===== config.mk =====
export PLATFORM = sky130hd
export DESIGN_NAME = spi_operand_link
export DESIGN_NICKNAME = d
export VERILOG_FILES = /design/src/rtl/spi_operand_link.sv
export SDC_FILE = /design/constraint.sdc
export NUM_CORES = 1
export LEC_CHECK = 0
export BUFFER_PORTS_ARGS = -buffer_cell sky130_fd_sc_hd__buf_4
export CORE_MARGIN = 3
export CORE_UTILIZATION = 54
export DETAILED_ROUTE_END_ITERATION = 12
export PLACE_DENSITY_LB_ADDON = 0.08
export SYNTH_ARGS = -nofsm -noshare
export SYNTH_HDL_FRONTEND = slang
export SYNTH_SLANG_ARGS = --single-unit

===== constraint.sdc =====
create_clock -name clk -period 4.8 [get_ports clk]
set_clock_uncertainty 0.05 [all_clocks]
set_input_delay 0.72 -clock clk [delete_from_list [all_inputs] [get_ports clk]]
set_output_delay 0.72 -clock clk [all_outputs]
set_load 0.005 [all_outputs]

===== src/rtl/spi_operand_link.sv =====
// spi_operand_link: SPI mode-0 slave that receives an 8-bit frame
// {cmd[3:0], operand[3:0]} and returns {result, flags}. It updates the ALU
// operand on a write command and reports rejected or short frames.
module spi_operand_link #(
  parameter logic [3:0]  CMD_WRITE   = 4'h1,
  parameter int unsigned SYNC_STAGES = 2
) (
  input  logic       clk,
  input  logic       rst,
  input  logic       sclk_in,
  input  logic       mosi_in,
  input  logic       ss_n_in,
  input  logic [3:0] result_in,
  input  logic [3:0] flags_in,
  output logic       miso_out,
  output logic [3:0] operand_out,
  output logic       operand_valid,
  output logic       frame_err
);

  typedef enum logic [1:0] {IDLE, SHIFT, HOLD} state_t;

  state_t state, state_next;

  logic [SYNC_STAGES-1:0] sclk_sync, mosi_sync, ss_sync;
  logic       sclk_d, ss_d;
  logic       sclk_s, mosi_s, ss_s;
  logic       sclk_rise, sclk_fall, ss_fall, ss_rise;
  logic [2:0] bit_cnt;
  logic [7:0] rx_shift, tx_shift, rx_next;
  logic       load_tx, shift_rx, shift_tx, eval, abort;

  assign sclk_s    = sclk_sync[SYNC_STAGES-1];
  assign mosi_s    = mosi_sync[SYNC_STAGES-1];
  assign ss_s      = ss_sync[SYNC_STAGES-1];
  assign sclk_rise = sclk_s & ~sclk_d;
  assign sclk_fall = ~sclk_s & sclk_d;
  assign ss_fall   = ~ss_s & ss_d;
  assign ss_rise   = ss_s & ~ss_d;
  assign rx_next   = {rx_shift[6:0], mosi_s};
  assign miso_out  = (state == SHIFT && !ss_s) ? tx_shift[7] : 1'b0;

  // Synchronizer chains plus one delayed copy for edge detection
  always_ff @(posedge clk) begin
    if (!rst) begin
      sclk_sync <= '0;
      mosi_sync <= '0;
      ss_sync   <= '1;
      sclk_d    <= 1'b0;
      ss_d      <= 1'b1;
    end else begin
      sclk_sync <= {sclk_sync[SYNC_STAGES-2:0], sclk_in};
      mosi_sync <= {mosi_sync[SYNC_STAGES-2:0], mosi_in};
      ss_sync   <= {ss_sync[SYNC_STAGES-2:0], ss_n_in};
      sclk_d    <= sclk_s;
      ss_d      <= ss_s;
    end
  end

  // State register
  always_ff @(posedge clk) begin
    if (!rst) state <= IDLE;
    else      state <= state_next;
  end

  // Next-state and datapath strobes; a slave-select rise aborts a partial
  // frame even if an sclk edge lands in the same cycle
  always_comb begin
    state_next = state;
    load_tx    = 1'b0;
    shift_rx   = 1'b0;
    shift_tx   = 1'b0;
    eval       = 1'b0;
    abort      = 1'b0;
    case (state)
      IDLE: begin
        if (ss_fall) begin
          state_next = SHIFT;
          load_tx    = 1'b1;
        end
      end
      SHIFT: begin
        if (ss_rise) begin
          abort      = 1'b1;
          state_next = IDLE;
        end else begin
          if (sclk_rise) begin
            shift_rx = 1'b1;
            if (bit_cnt == 3'd7) begin
              eval       = 1'b1;
              state_next = HOLD;
            end
          end
          if (sclk_fall) shift_tx = 1'b1;
        end
      end
      HOLD: begin
        if (ss_rise) state_next = IDLE;
      end
      default: state_next = IDLE;
    endcase
  end

  // Shift registers, bit counter, operand register and result pulses
  always_ff @(posedge clk) begin
    if (!rst) begin
      bit_cnt       <= '0;
      rx_shift      <= '0;
      tx_shift      <= '0;
      operand_out   <= '0;
      operand_valid <= 1'b0;
      frame_err     <= 1'b0;
    end else begin
      operand_valid <= 1'b0;
      frame_err     <= 1'b0;
      if (load_tx) begin
        tx_shift <= {result_in, flags_in};
        bit_cnt  <= '0;
        rx_shift <= '0;
      end
      if (shift_tx) tx_shift <= {tx_shift[6:0], 1'b0};
      if (shift_rx) begin
        rx_shift <= rx_next;
        // the counter stops at 7 on the last bit instead of wrapping
        if (!eval) bit_cnt <= bit_cnt + 3'd1;
      end
      if (eval) begin
        if (rx_next[7:4] == CMD_WRITE) begin
          operand_out   <= rx_next[3:0];
          operand_valid <= 1'b1;
        end else begin
          frame_err <= 1'b1;
        end
      end
      if (abort) begin
        rx_shift  <= '0;
        frame_err <= 1'b1;
      end
    end
  end

endmodule

Yosys cells after proc, flatten, opt, wreduce, memory -nomap -nowiden
Cells that the tools add are included.
{"block": "word_totals", "register_bits": 34, "memories": 0, "output_inout_bits": 7, "ram_bits": 0, "inputBits": 13, "latch_bits": 0, "romBits": 0}
{"block": "classes", "shifts": 0, "n_addsub": 1, "n_eq_ne": 8, "div_mod_pow": 0, "n_mux": 32, "n_reduce_logical": 10, "mul": 0, "n_bitwise": 9, "n_lt_le_gt_ge": 0}
{"operator": "1-bit 2-to-1 mux", "count": 19}
{"operator": "8-bit 2-to-1 mux", "count": 2}
{"operator": "7-bit 2-to-1 mux", "count": 2}
{"operator": "2-bit 2-to-1 mux", "count": 5}
{"operator": "3-bit 2-to-1 mux", "count": 3}
{"operator": "2-bit one-hot mux with 3 select lines", "count": 1}
{"operator": "1-bit inverter", "count": 5}
{"operator": "1-bit bitwise AND", "count": 4}
{"operator": "4-bit by 1-bit equality test with 1-bit output, second input constant", "count": 1}
{"operator": "2-bit inequality test, second input constant", "count": 2}
{"operator": "2-bit AND reduction", "count": 2}
{"operator": "4-bit AND reduction", "count": 1}
{"operator": "2-bit nonzero test", "count": 2}
{"operator": "2-bit OR reduction", "count": 2}
{"operator": "3-bit by 1-bit adder with 3-bit output, second input constant", "count": 1}
{"operator": "3-bit equality test, second input constant", "count": 1}
{"operator": "3-bit by 2-bit inequality test with 1-bit output, second input constant", "count": 1}
{"operator": "3-bit inequality test, second input constant", "count": 1}
{"operator": "2-bit by 1-bit equality test with 1-bit output, second input constant", "count": 1}
{"operator": "2-bit equality test, second input constant", "count": 1}
{"operator": "2-bit zero test", "count": 1}
{"operator": "1-bit logical AND", "count": 1}
{"operator": "1-bit zero test", "count": 1}

Depth between registers and ports, before layout
{"block": "logic_depth", "depth_word": 7, "depth_mapped": 6}

Worst setup path before layout
No wires, ideal clock.
{"block": "synth_timing", "path_kind": "register to register", "startpoint": "register bit_cnt[0]", "endpoint": "register operand_out[0]", "t_arrival_ps": 1449, "t_required_ps": 4678, "path_buffers": 0, "stages_incl_launch_ff": 6, "setup_slack_ps": 3229, "path_cell_list": "dfxtp_1 > ha_1 > ha_1 > nand3b_1 > nor4_4 > mux2i_1"}
{"block": "synth_via", "elab_chain_len": 6}
{"item": "from (decl)", "line": "29", "rtl": "logic [2:0] bit_cnt;"}
{"item": "from (signal assigned)", "line": "125", "rtl": "if (!eval) bit_cnt <= bit_cnt + 3'd1;"}
{"item": "3-bit equality test", "line": "89", "rtl": "if (bit_cnt == 3'd7) begin"}
{"item": "1-bit 2-to-1 mux", "line": "89"}
{"item": "1-bit 2-to-1 mux", "line": "87", "rtl": "if (sclk_rise) begin"}
{"item": "1-bit 2-to-1 mux", "line": "83", "rtl": "if (ss_rise) begin"}
{"item": "1-bit 2-to-1 mux", "line": "75", "rtl": "case (state)"}
{"item": "2-bit AND reduction (no line)"}
{"item": "to (signal assigned)", "line": "129", "rtl": "operand_out <= rx_next[3:0];"}
{"item": "to (decl)", "line": "16", "rtl": "output logic [3:0] operand_out,"}
Every way passes these cells.
A chain may end at the register's enable or synchronous reset.

Worst setup path after layout
{"block": "layout_timing", "startpoint": "register state[0]", "endpoint": "register tx_shift[0]"}
{"block": "layout_via", "elab_chain_len": 3, "elab_cells_between_ends": 5, "cone_classes": "eq/ne (1); mux (2); reduce/logical (2)"}
{"item": "from (decl)", "line": "23", "rtl": "state_t state, state_next;"}
{"item": "from (signal assigned)", "line": "63", "rtl": "else state <= state_next;"}
{"item": "2-bit by 1-bit equality test with 1-bit output", "line": "75"}
{"item": "1-bit 2-to-1 mux", "line": "75"}
{"item": "2-bit OR reduction (no line)"}
{"item": "to (signal assigned)", "line": "117", "rtl": "tx_shift <= {result_in, flags_in};"}
{"item": "to (signal assigned)", "line": "121", "rtl": "if (shift_tx) tx_shift <= {tx_shift[6:0], 1'b0};"}
{"item": "to (decl)", "line": "30", "rtl": "logic [7:0] rx_shift, tx_shift, rx_next;"}
Several ways; a longest one is shown, not always the timed one.

==> results.toml <==
[grt]
grt-ovfl-total = 0
track_usage_pct = 19.4
grt_start_max_net_pins = 36
grt_pass1_vias = 1227
grt_pass1_wl_um = 5100
antenna_found_initial = 0

[critical_path]
cp-start-kind = "flop"
worstSetupPathType = "reg -> reg"
crit_arrival_ps = 2170
worstPathMaxFanout = 20
r2r_cells = 3
required_ps = 4980
end_kind = "flop"

[floorplan]
start_util_pct = 58.5
rows = 18
fp.coreArea_sq_um = 2540
dieArea_sq_um = 3420
io_pins = 20
die_h_um = 58.5
die_w_um = 58.5

[cells_and_area]
ff_latch_area_sq_um = 681
fin_util_pct = 65.4
areaGrowthSynthToFinish_pct = 11.9
multi_input_area_sq_um = 737
nNetsFinal = 186
fill_cells = 222
num_antenna_cells = 0
fin_cells = 202
drive_above_1_share_pct = 18.0

[clock_network]
clk-insertion-delay-late_ps = 330
clk_pin_slew_ps = 90
cts_tree = "done"
holdBufCountCts = 0
ctsResizeCount = 0
htree_num_levels = 2
ctsLongestPathBuffers = 2
cts.sinks = 34
cts_setup_buffers = 0
cts-root-buf = "clkbuf_4"
cts_buffers = 5

[synth]
avgSynthCellArea_sq_um = 9.30
synth_fa_ha_area_share_pct = 1.68
synthTopCellsByCount = "dfxtp_1 (34), nand2_1 (26), nand2b_1 (9)"
synth-edff-count = 0
yosys_warnings = 0
muxShareOfSynthArea_pct = 5.47
synth.distinct_cells = 30
ys_async_sr_fraction_pct = 0
synth_nets = 175
netlist_instances = 160
ys_top_cells_by_area = "dfxtp_1 (46%), nand2_1 (6.6%), mux2i_1 (4.7%), o41ai_1 (4.1%), nand2b_1 (3.8%)"
yosys.area.top_type = "dfxtp_1"
post-synth-top-count-cell = "dfxtp_1"
synth_compound_area_share_pct = 15.0
ys.flop_type = "dfxtp_1"
syn_area_sq_um = 1490
yosysSeqAreaShare_pct = 45.8
yosys.area.top_type_share_pct = 45.8
synth-xor-area-share_pct = 0
synth_top_family_by_area = "simple AND/OR/NAND/NOR gates"
ys_ff_latch = 34
yosys.area_share.simple_pct = 27.4

[place]
dp_cells = 194
dp_hpwl_um = 1940
gp_congestion = 0.757
io_buffers = 19

[timing]
max_freq_mhz = 503
fin_crit_ps = 1990
whs_ps = 366
finalCritPeriodShare_pct = 41.5
max_slew_margin_pct = 45.6
finalHoldViolCount = 0
worst_slew_pin_slew_ps = 815
finalSetupViolCount = 0
finalMaxSlewViolations = 0
rsz0062_at_grt = "no"
fin_tns_setup_ps = 0

[power]
clkPwrFrac_pct = 33.2
net-switching-power_uw = 116
design_power_total_uw = 489
intPower_uw = 373
comb_power_share_pct = 7.1
powerDensity_nw_per_um2 = 294
leakage_uw = 0.000586
p_seq_share_pct = 59.7
max-vdd-ir-drop_mv = 0.227
netSwitchingFraction_pct = 23.7

[routing]
wirelength_um = 2900
avgRoutedWirePerCell_um = 14.4
route.detailed.drc = 0
drtPass1Iterations = 4
via_per_inst = 6.01
vias = 1215
drt_iter0_markers = 45
postRouteAntennaNets = 0

[min_path]
hold_depth = 1
hp-class = "reg -> reg"

[flow_run]
maxCapViolCount = 0

[run_status]
status = "finished, final reports clean"
==> metal layers <==
layer	track usage [%]	vias to the layer above	part of all wire (%)
li1	-	611	-
met1	23.7	561	47
met2	31.6	36	47
met3	3.95	7	4.8
met4	11.3	0	2.0
met5	0	-	0
==> through the flow <==
step | instance area, sq um | setup slack, ps
after floorplan | 1490 | 3230
after CTS | 1670 | 2830
after global routing | 1670 | 2700
after detailed placement | 1610 | 2850
final | 1670 | 2810
after global placement | 1610 | 2920
==> flip-flops by register name (all words and copies together) (netlist names) <==
signal and cells:
bit_cnt 3, frame_err 1, mosi_sync 2, operand_out 4, operand_valid 1, rx_shift 7, sclk_d 1, sclk_sync 2
ss_d 1, ss_sync 2, state 2, tx_shift 8
==> cells by family (layout without fill, tap and decap cells) <==
kind of cell             Yosys count  count (layout)
buffers and inverters             16              28
AND/OR/NAND/NOR                   68              68
adder cells (fa/ha/maj)            2               2
multiplexers                       8               8
flip-flops                        34              34
AO/OA/AOI/OAI                     32              32
==> cells in the final DEF (no fill, tap or decap), types with 3 or more instances in the layout <==
| cell type | netlist | layout |
|---|---|---|
| dfxtp_1 | 34 | 34 |
| nand2_1 | 26 | 26 |
| buf_4 | 0 | 20 |
| nand2b_1 | 9 | 9 |
| a31oi_1 | 8 | 8 |
| a21oi_1 | 8 | 8 |
| mux2i_1 | 7 | 7 |
| nand4_1 | 7 | 7 |
| o41ai_1 | 7 | 7 |
| and2_1 | 6 | 6 |
| o311ai_1 | 5 | 5 |
| clkbuf_4 | 0 | 5 |
| nand3_1 | 4 | 4 |
| nor2b_1 | 3 | 3 |
==> layout make-up <==
cell class                 count  share of cell area [%]
sequential                    34                    40.9
timing repair buffer          20                    9.02
clock buffer                   7                    3.31
tap                           30                    2.25
clock inverter                 1                   0.301
multi-input combinational    110                    44.3
==> worst max-delay path: stages (launching register included) <==
cell,delay [ps]
dfxtp_1,490
nand2b_1,480
or3_1,640
and3_1,230
==> final timing paths <==
| path | to | slack (ps) | startpoint |
|---|---|---|---|
| max | tx_shift[0] | 2810 | state[0] |
| min | ss_sync[1] | 370 | ss_sync[0] |
| max reg2reg | tx_shift[0] | 2810 | state[0] |
| min reg2reg | ss_sync[1] | 370 | ss_sync[0] |
==> power groups by stage <==
stage / registers [uW] / logic [uW] / clock network, uW
2_1_floorplan: 297 / 25.4 / 0
6_report: 292 / 34.6 / 163
4_1_cts: 292 / 34.6 / 168
3_3_place_gp: 298 / 33.1 / 0
5_1_grt: 293 / 38.9 / 176
3_5_place_dp: 298 / 34.4 / 0
No activity file was read; power rests on OpenSTA's default activity.
